==> src/rtl/lsu_bus_master.sv <==
// MEM-stage load/store initiator: splits one word/half/byte access into byte-wide
// req/ack beats, reassembles loads little-endian and extends them.
module lsu_bus_master #(
  parameter int unsigned ADDR_W  = 32,
  parameter int unsigned TIMEOUT = 15
) (
  input  logic              clk,
  input  logic              rst_n,
  input  logic              req_valid,
  input  logic              memread,
  input  logic              memwrite,
  input  logic [1:0]        length,
  input  logic              sign,
  input  logic [ADDR_W-1:0] address,
  input  logic [31:0]       wdata,
  output logic              stall,
  output logic              resp_valid,
  output logic [31:0]       rdata,
  output logic              err,
  output logic              bus_req,
  output logic              bus_we,
  output logic [ADDR_W-1:0] bus_addr,
  output logic [7:0]        bus_wdata,
  input  logic [7:0]        bus_rdata,
  input  logic              bus_ack
);

  localparam int unsigned TmoW = $clog2(TIMEOUT + 1);

  typedef enum logic [1:0] {StIdle, StXfer, StDone} state_e;

  state_e            state_q, state_d;
  logic [1:0]        k_q, k_d, last_q, last_d, len_q, len_d;
  logic [TmoW-1:0]   tmo_q, tmo_d;
  logic              we_q, we_d, sign_q, sign_d;
  logic [31:0]       wdata_q, wdata_d, bytes_q, bytes_d;
  logic              bus_req_q, bus_req_d, bus_we_q, bus_we_d;
  logic [ADDR_W-1:0] bus_addr_q, bus_addr_d;
  logic [7:0]        bus_wdata_q, bus_wdata_d;
  logic              resp_valid_q, resp_valid_d, err_q, err_d;
  logic [31:0]       rdata_q, rdata_d;
  logic              accept;
  logic [1:0]        k_next;
  logic [31:0]       load_ext;

  assign accept = req_valid & (memread | memwrite);
  assign k_next = k_q + 2'd1;

  // Stall drops in DONE so the pipeline advances and the access is not re-accepted.
  assign stall = (state_q == StXfer) || ((state_q == StIdle) && accept);

  always_comb begin
    unique case (len_q)
      2'b01:   load_ext = {{24{sign_q & bytes_d[7]}}, bytes_d[7:0]};
      2'b10:   load_ext = {{16{sign_q & bytes_d[15]}}, bytes_d[15:0]};
      default: load_ext = bytes_d;
    endcase
  end

  always_comb begin
    state_d      = state_q;
    k_d          = k_q;
    last_d       = last_q;
    len_d        = len_q;
    tmo_d        = tmo_q;
    we_d         = we_q;
    sign_d       = sign_q;
    wdata_d      = wdata_q;
    bytes_d      = bytes_q;
    bus_req_d    = bus_req_q;
    bus_we_d     = bus_we_q;
    bus_addr_d   = bus_addr_q;
    bus_wdata_d  = bus_wdata_q;
    resp_valid_d = 1'b0;
    err_d        = 1'b0;
    rdata_d      = rdata_q;

    unique case (state_q)
      StIdle: begin
        if (accept) begin
          if (length == 2'b11) begin
            state_d      = StDone;
            resp_valid_d = 1'b1;
            err_d        = 1'b1;
            rdata_d      = '0;
          end else begin
            state_d     = StXfer;
            we_d        = memwrite;
            sign_d      = sign;
            len_d       = length;
            wdata_d     = wdata;
            bytes_d     = '0;
            k_d         = 2'd0;
            tmo_d       = '0;
            last_d      = (length == 2'b00) ? 2'd3 : (length == 2'b10) ? 2'd1 : 2'd0;
            bus_req_d   = 1'b1;
            bus_we_d    = memwrite;
            bus_addr_d  = address;
            bus_wdata_d = wdata[7:0];
          end
        end
      end
      StXfer: begin
        if (bus_ack) begin
          bytes_d[{k_q, 3'b000} +: 8] = bus_rdata;
          tmo_d = '0;
          if (k_q == last_q) begin
            state_d      = StDone;
            bus_req_d    = 1'b0;
            bus_we_d     = 1'b0;
            resp_valid_d = 1'b1;
            rdata_d      = we_q ? 32'd0 : load_ext;
          end else begin
            k_d         = k_next;
            bus_addr_d  = bus_addr_q + ADDR_W'(1);
            bus_wdata_d = wdata_q[{k_next, 3'b000} +: 8];
          end
        end else if (tmo_q == TmoW'(TIMEOUT - 1)) begin
          // Limit reached with no ack this cycle: abort the access.
          state_d      = StDone;
          bus_req_d    = 1'b0;
          bus_we_d     = 1'b0;
          resp_valid_d = 1'b1;
          err_d        = 1'b1;
          rdata_d      = '0;
        end else begin
          tmo_d = tmo_q + TmoW'(1);
        end
      end
      StDone: state_d = StIdle;
      default: state_d = StIdle;
    endcase
  end

  always_ff @(posedge clk or negedge rst_n) begin
    if (!rst_n) begin
      state_q      <= StIdle;
      k_q          <= '0;
      last_q       <= '0;
      len_q        <= '0;
      tmo_q        <= '0;
      we_q         <= 1'b0;
      sign_q       <= 1'b0;
      wdata_q      <= '0;
      bytes_q      <= '0;
      bus_req_q    <= 1'b0;
      bus_we_q     <= 1'b0;
      bus_addr_q   <= '0;
      bus_wdata_q  <= '0;
      resp_valid_q <= 1'b0;
      err_q        <= 1'b0;
      rdata_q      <= '0;
    end else begin
      state_q      <= state_d;
      k_q          <= k_d;
      last_q       <= last_d;
      len_q        <= len_d;
      tmo_q        <= tmo_d;
      we_q         <= we_d;
      sign_q       <= sign_d;
      wdata_q      <= wdata_d;
      bytes_q      <= bytes_d;
      bus_req_q    <= bus_req_d;
      bus_we_q     <= bus_we_d;
      bus_addr_q   <= bus_addr_d;
      bus_wdata_q  <= bus_wdata_d;
      resp_valid_q <= resp_valid_d;
      err_q        <= err_d;
      rdata_q      <= rdata_d;
    end
  end

  assign resp_valid = resp_valid_q;
  assign err        = err_q;
  assign rdata      = rdata_q;
  assign bus_req    = bus_req_q;
  assign bus_we     = bus_we_q;
  assign bus_addr   = bus_addr_q;
  assign bus_wdata  = bus_wdata_q;

endmodule
==> config.mk <==
export PLATFORM = sky130hd
export DESIGN_NAME = lsu_bus_master
export DESIGN_NICKNAME = d
export VERILOG_FILES = /design/src/rtl/lsu_bus_master.sv
export SDC_FILE = /design/constraint.sdc
export NUM_CORES = 1
export LEC_CHECK = 0
export CORE_MARGIN = 1
export CORE_UTILIZATION = 51
export CTS_CLUSTER_SIZE = 12
export DETAILED_ROUTE_END_ITERATION = 10
export PLACE_DENSITY = 0.81
export SLEW_MARGIN = 20
export SYNTH_ARGS = -nofsm -noshare
export SYNTH_HDL_FRONTEND = slang
export SYNTH_SLANG_ARGS = --single-unit
==> constraint.sdc <==
create_clock -name clk -period 3.51 [get_ports clk]
set_input_delay 0.351 -clock clk [delete_from_list [all_inputs] [get_ports clk]]
set_output_delay 0.351 -clock clk [all_outputs]
set_load 0.02 [all_outputs]
# == Word-level counts from Yosys, hierarchy flattened ==
# Index checks and enable logic that the tools add are counted.
# classes
shift,3
n_eq_ne,15
addsub,4
mux,58
bitwise,5
n_reduce_logical,11
# op_table
operator,n
$mux 32,13
$pmux 32 s2,4
$add 32x1->32 const B,1
$bwmux 32,1
$mux 8,4
$shift 8x7->32 const A,1
$shiftx 32x6->8,1
$shiftx 8x7->32,1
$mux 2,10
$mux 4,4
$pmux 8 s2,1
$reduce_and 5->1,3
$mux 1,14
$ne 2x2->1 const B,4
$pmux 1 s2,4
$pmux 2 s2,2
$pmux 4 s2,1
$neg 5->7,1
$eq 2x2->1 const B,3
$ne 3x2->1 const B,2
$reduce_and 3->1,2
$add 4x1->4 const B,1
$eq 2x1->1 const B,2
$eq 4x4->1 const B,1
12 further kinds,15
# word_totals
word_cells,112
in_bits,81
register_bits,154
output_inout_bits,77

# == Logic depth before layout (Yosys ltp) ==
# Gate-level depths: netlist (run 1).
# logic_depth
ltp_word,11
ltp_mapped,11
depth_no_buf,7

# == Worst setup path before layout (run 1) ==
# OpenSTA, ideal clock, no wires.
# synth_timing
path_type,reg2reg
from,register k_q[0]
to,register rdata_q[21] (netlist: rdata[21])
t_arrival_ns,2.715
required_time_ns,3.442
synth_period_minus_slack_ns,2.783
stages_incl_launch_ff,11
n_path_buf,3
setup_time_ns,0.068
slack_ns,0.727
cell_sequence,dfrtp_1 > buf_2 > buf_1 > inv_1 > ha_1 > nand3b_1 > nor3_1 > a32o_1 > a211o_2 > buf_6 > a32o_1
# synth_between
elab_chain_len,11
elab_cells_between_ends,16
classes_between,add/sub (1); eq/ne (2); shift (2); mux (8); bitwise (2); reduce/logical (1)
# synth_rtl
item,line_no,rtl
from (decl),33,"logic [1:0] k_q, k_d, last_q, last_d, len_q, len_d;"
from (signal assigned),155,k_q <= k_d;
$neg 5->7 (*),105,"bytes_d[{k_q, 3'b000} +: 8] = bus_rdata;"
$shiftx 8x7->32 / $shift 8x7->32 (equally long branches),105,
$bwmux 32 (*),105,
$mux 32 (*),104,if (bus_ack) begin
$pmux 32 s2 (*),78,unique case (state_q)
via bytes_d[15],36,"logic [31:0] wdata_q, wdata_d, bytes_q, bytes_d;"
$and 1x1->1 (*),55,"2'b10: load_ext = {{16{sign_q & bytes_d[15]}}, bytes_d[15:0]};"
$pmux 32 s2 (*),53,unique case (len_q)
$mux 32 (*),112,rdata_d = we_q ? 32'd0 : load_ext;
$mux 32 (*),107,if (k_q == last_q) begin
$mux 32 (*),104,
$pmux 32 s2 (*),78,
to (signal assigned),169,rdata_q <= rdata_d;
to (decl),41,"logic [31:0] rdata_q, rdata_d;"
# The timed path passes the listed nets; every way through them passes the cells marked *. The select of a mux whose other input is x is not followed.
# A chain may end at the register's enable or synchronous reset.

# == Worst setup path after layout (run 1) ==
# layout_timing
from,register k_q[1]
to,register rdata_q[24] (netlist: rdata[24])
# The elaborated chain is that of the path after synthesis.

==> flow_summary.json, run 1 <==
{
  "via_count": 6658,
  "p_seq_share_pct": 33.9,
  "async_flop_share_pct": 100,
  "grt_util_all_layers_pct": 28.1,
  "crit_arrival_ns": 2.91,
  "finalSetupViolCount": 0,
  "tns_ns": 0,
  "p_switching_mw": 3.46,
  "core_region_area_um2": 14000,
  "wl_um": 19900,
  "slowest_stage": "dfrtp_1",
  "rsz0062_at_grt": "false",
  "die_area_um2": 15000,
  "grt_max_degree": 77,
  "syn_area_per_cell_um2": 9.53,
  "layout-drive-gt1-share_pct": 7.46,
  "hold_start": "wdata[14]",
  "r2r-start": "k_q[1]",
  "synth_common_cells": "nand2_1, dfrtp_1, a21oi_1",
  "die_h_um": 122,
  "synth_edf_count": 0,
  "cp_slowest_stage_delay_ns": 0.45,
  "wl_met3_um": 1390,
  "seq_area_frac_synth_pct": 52.1,
  "report.final.slew_viol_count": 0,
  "start_util_pct": 52.9,
  "gp_congestion": 0.828,
  "nNetsFinal": 1004,
  "worst_slack_ns": 0.904,
  "outcome": "finished clean",
  "io_pins": 158,
  "finalClockSkew_ns": 0.00864,
  "power_density_nw_per_um2": 898,
  "hold_viol_final": 0,
  "p_leak_nw": 4.37,
  "yosysWarningCount": 0,
  "grt_overflow": 0,
  "die_w_um": 122,
  "pwr-share-clk_pct": 22.8,
  "drt_iter0_drc": 725,
  "cts-root-buf": "clkbuf_16",
  "detail_route.wl_per_cell_um": 18.0,
  "internal_power_mw": 5.30,
  "ys.flop_type": "dfrtp_1",
  "syn-num-nets": 867,
  "top_layer_used": "met4",
  "wl_met2_um": 9360,
  "clk_pin_slew_ns": 0.06,
  "dp_hpwl_um": 12900,
  "postCtsSetupRepairBufs": 0,
  "vias_per_cell": 6.03,
  "hp-class": "in2reg",
  "antenna_found_initial": 0,
  "yosysTopAreaCellShare_pct": 52.1,
  "path_max_fanout": 16,
  "fmaxAchievable_mhz": 384,
  "combinationalPowerShare_pct": 43.3,
  "swShare_pct": 39.5,
  "grt_pass1_vias": 6262,
  "endpoint_kind": "flip-flop",
  "worstSetupStartpoint": "k_q[1]",
  "synth_seq_cells": 154,
  "worstMarginPinSlew_ns": 0.904,
  "period_minus_slack_ns": 2.61,
  "synth_top_cell_by_area": "dfrtp_1",
  "timing.critical_path.required_ns": 3.82,
  "drc": 0,
  "diodes": 0,
  "wl_met1_um": 8540,
  "synth_cell_types": 60,
  "dp_slack_ns": 0.705,
  "cts.sinks": 154,
  "htreeDepth": 4,
  "synthesis.area_um2": 7390,
  "cts_tree": "built",
  "antenna_left": 0,
  "io_buffers": 157,
  "grt_pass1_wl_um": 32300,
  "fin_crit_sh_pct": 74.2,
  "cts_buffers": 17,
  "area_delta_synth_final_pct": 31.9,
  "yosys-top-cells-area": "dfrtp_1, nand2_1, a21oi_1",
  "slew_headroom_pct": 39.2,
  "ir_drop_uv": 649,
  "crit_type": "reg2reg",
  "num_rows": 43,
  "crit_chain": "inv_1 -> ha_1 -> buf_4 -> nand3b_1 -> nor3_1 -> buf_4 -> a32o_1 -> a211o_2 -> a32o_1",
  "drv_cap": 0,
  "clk_path_buf_depth": 2,
  "first_pass_iters": 5,
  "synth_most_common_cell": "nand2_1",
  "synthCells": 776,
  "critPathLaunchType": "flip-flop",
  "clock_latency_ns": 0.42
}
[state kept, by name, summed over array words and instances (netlist names)]
name	flops
bus_addr	32
bus_req	1
bus_wdata	8
bus_we	1
bytes_q	32
err	1
k_q	2
last_q	2
len_q	2
rdata	32
resp_valid	1
sign_q	1
state_q	2
tmo_q	4
wdata_q	32
we_q	1
[logic make-up after synthesis]
logic type | share of synthesized area (%)
and+or+nand+nor | 20.6
adders and majority gates | 1.69
buffers and inverters | 3.93
DFF | 52.1
xor gates and xnor gates | 0.237
muxes | 2.44
AOI/OAI and AO/OA | 19.0
[worst max-delay path: cells and delay by family, from the launching register on]
| kind | cells | cell delay, ns |
|---|---|---|
| simple gates | 2 | 0.16 |
| buf+inv | 3 | 0.52 |
| flops | 1 | 0.45 |
| compound gates | 3 | 0.98 |
| fa+ha+maj | 1 | 0.36 |
[placed cells by master (no fill, tap or decap), drive strengths merged, types with 3 or more instances in the layout]
master	instances
o22a	3
o22ai	9
mux4	8
inv	15
buf	18
a21oi	57
and3	23
a32o	18
nand4	10
nand3b	3
ha	10
a211oi	5
nand2	168
nor3	11
o21ai	42
or4	4
and4	6
a2bb2oi	3
bufinv	5
clkdlybuf4s50	156
clkinv	4
a22o	18
nor4	6
nand3	28
clkbuf	21
dfrtp	154
a221o	8
or3	3
and2	4
a31oi	15
o31ai	7
nor2	48
and4b	4
a21o	4
[through the flow]
| stage | hold WS (ns) | power (mW) | utilization [%] | area [um^2] | std cells |
|---|---|---|---|---|---|
| detailed placement | 0.417 | 6.73 | 65.1 | 9100 | 1073 |
| global placement | 0.408 | 6.63 | 65.1 | 9100 | 1073 |
| global route | 0.463 | 9.28 | 69.7 | 9750 | 1105 |
| CTS | 0.443 | 8.77 | 69.7 | 9750 | 1105 |
| finish | 0.450 | 8.76 | 69.7 | 9750 | 1105 |
| floorplan | 0.0554 | 5.23 | - | 7390 | 776 |
[worst paths after layout]
path	endpoint	slack, ns	cells after the start
max	rdata[24]	0.90	9
min	wdata_q[14]	0.45	3
max reg2reg	rdata[24]	0.90	9
min reg2reg	wdata_q[19]	0.47	2
max in group asynchronous	wdata_q[20]	2.12	3
min in group asynchronous	wdata_q[30]	0.50	2
[metal layers]
layer  global-route usage (%)  up-vias
met4                     13.6        0
met2                     42.3      301
met1                     39.6     3218
met5                        0        -
li1                         -     3082
met3                     4.83       57
[layout make-up]
cell class,instances,area [um^2]
Clock buffer,21,450
Clock inverter,10,190
Timing Repair Buffer,175,1710
Fill cell,1068,4240
Sequential cell,154,3850
Multi-Input combinational cell,551,3270
Tap cell,180,225
Inverter,14,52.6
[power groups by stage]
stage | Sequential [mW] | Clock (mW) | Combinational [mW]
final | 2.97 | 2.00 | 3.79
after CTS | 2.96 | 2.01 | 3.80
after floorplan | 3.22 | 0 | 2.01
after global placement | 2.95 | 0 | 3.68
after global routing | 3.04 | 2.09 | 4.14
after detailed placement | 2.97 | 0 | 3.76
[timing repair]
| action | CTS | global route |
|---|---|---|
| gates resized for setup | 0 | 0 |
| hold buffers | 1 | 0 |
| hold endpoints to repair | 55 | 0 |
Power figures use the tool's default switching activity.
==> run 2, diff against run 1 <==
- clock period: 3.51 -> 2.52 ns (I/O delays scaled with it)
==> flow_summary.json, run 2 (same netlist as run 1, synthesis figures left out) <==
{
  "ir_drop_uv": 752,
  "cts.sinks": 154,
  "rr_endpoint": "rdata[24]",
  "antenna_found_initial": 0,
  "detail_route.wl_per_cell_um": 17.3,
  "rsz0062_at_grt": "false",
  "die_h_um": 122,
  "layout_common_cells": "nand2_1, clkdlybuf4s50_1, dfrtp_1, a21oi_1, nor2_1",
  "dpl_cell_area_um2": 9310,
  "crit_chain": "inv_1 -> ha_1 -> nor3_1 -> nand3_1 -> o22ai_1 -> a211o_2 -> a32o_1",
  "timing.critical_path.required_ns": 2.88,
  "finalClockSkew_ns": 0.00804,
  "p_leak_nw": 4.46,
  "nNetsFinal": 1029,
  "via_count": 6726,
  "worst_slack_ns": 0.170,
  "antenna_left": 0,
  "start_util_pct": 52.9,
  "dp_hpwl_um": 13300,
  "diodes": 0,
  "layout_commonest_cell": "nand2_1",
  "slowest_stage": "dfrtp_1",
  "fin_crit_sh_pct": 93.2,
  "core_region_area_um2": 14000,
  "hp-class": "in2reg",
  "drt_iter0_drc": 603,
  "grt_max_degree": 72,
  "min_to": "wdata_q[10]",
  "die_w_um": 122,
  "gp_congestion": 0.872,
  "hold_viol_final": 0,
  "r2r_cells": 7,
  "slew_headroom_pct": 56.3,
  "cts-root-buf": "clkbuf_16",
  "worstMarginPinSlew_ns": 0.655,
  "hold_depth": 3,
  "area_delta_synth_final_pct": 33.8,
  "drv_cap": 0,
  "critPathLaunchType": "flip-flop",
  "utilization_pct": 70.7,
  "hold_start": "wdata[10]",
  "clk_path_buf_depth": 2,
  "report.final.slew_viol_count": 0,
  "vias_per_cell": 5.95,
  "htreeDepth": 4,
  "clk_pin_slew_ns": 0.06,
  "layout-drive-gt1-share_pct": 10.1,
  "io_pins": 158,
  "crit_buf_inv": 1,
  "whs_ns": 0.350,
  "period_minus_slack_ns": 2.35,
  "clock_latency_ns": 0.42,
  "path_max_fanout": 16,
  "crit_family": "compound AO/OA/AOI/OAI gates",
  "crit_arrival_ns": 2.71,
  "cts_buffers": 17,
  "fmaxAchievable_mhz": 426,
  "grt_pass1_wl_um": 32000,
  "rrSetupSlack_ns": 0.17,
  "crit_type": "reg2reg",
  "finalSetupViolCount": 0,
  "grt_pass1_vias": 6391,
  "wl_um": 19500,
  "dp_slack_ns": 0.0213,
  "power_density_nw_per_um2": 1200,
  "cts_tree": "built",
  "outcome": "finished clean",
  "grt_overflow": 0,
  "drc": 0,
  "die_area_um2": 15000,
  "r2r-start": "k_q[1]",
  "first_pass_iters": 5,
  "cp_slowest_stage_delay_ns": 0.44,
  "stdcell_area_um2": 9890,
  "grt_util_all_layers_pct": 27.4,
  "endpoint_kind": "flip-flop",
  "io_buffers": 157,
  "tns_ns": 0,
  "num_rows": 43
}
## run 2: power breakdown
| group | total (mW) | leakage (nW) | switching (mW) | internal [mW] |
|---|---|---|---|---|
| Clock | 2.42 | 0.269 | 1.01 | 1.41 |
| Sequential | 4.05 | 1.97 | 0.699 | 3.35 |
| Combinational | 5.42 | 2.22 | 3.06 | 2.36 |
| Total | 11.9 | 4.46 | 4.77 | 7.12 |
## run 2: layout make-up
class | count | area (um^2)
timing repair buffer | 200 | 1920
clock inverter | 11 | 95.1
tap | 180 | 225
multi-input combinational | 551 | 3280
fill | 1053 | 4100
sequential | 154 | 3850
clock buffer | 21 | 460
inverter | 14 | 52.6
## run 2: worst min-delay path: cells and delay by family
family / cells / cell delay, ns
buf+inv: 1 / 0.39
simple gates: 2 / 0.09
## run 2: per-stage QoR
stage | power (mW) | instances
after floorplan | 7.29 | 776
after detailed placement | 9.46 | 1098
after global routing | 12.6 | 1131
after global placement | 9.32 | 1098
after CTS | 11.9 | 1131
final | 11.9 | 1131
## run 2: how the worst max path moves through the flow
stage | from | endpoint | slack [ns] | depth (start not counted)
after floorplan | k_q[0] | rdata[21] | 0.004 | 11
after global placement | memwrite | rdata[23] | 0.06 | 6
after detailed placement | length[0] | rdata[20] | 0.02 | 6
after CTS | k_q[1] | rdata[20] | 0.16 | 7
after global routing | k_q[1] | rdata[24] | 0.03 | 7
final | k_q[1] | rdata[24] | 0.17 | 7
## run 2: repair_timing
| item | CTS | global route |
|---|---|---|
| hold endpoints to repair | 68 | 0 |
| gates resized for setup | 0 | 2 |
| setup endpoints to repair | 0 | 8 |
| setup buffers | 0 | 0 |
| hold buffers | 1 | 0 |
## run 2: per-layer routing
layer,vias up,track usage (%),share of wire (%)
met4,0,10.7,2.1
met5,-,0,0
met3,40,5.16,5.8
met2,254,42.7,48
met1,3295,38.1,44
li1,3137,-,-
==> run 3, diff against run 2 <==
- ABC_CLOCK_PERIOD_IN_PS: default -> 2520
==> results of run 3 <==
The final DEF is identical to that of run 2; final timing and power are the same.
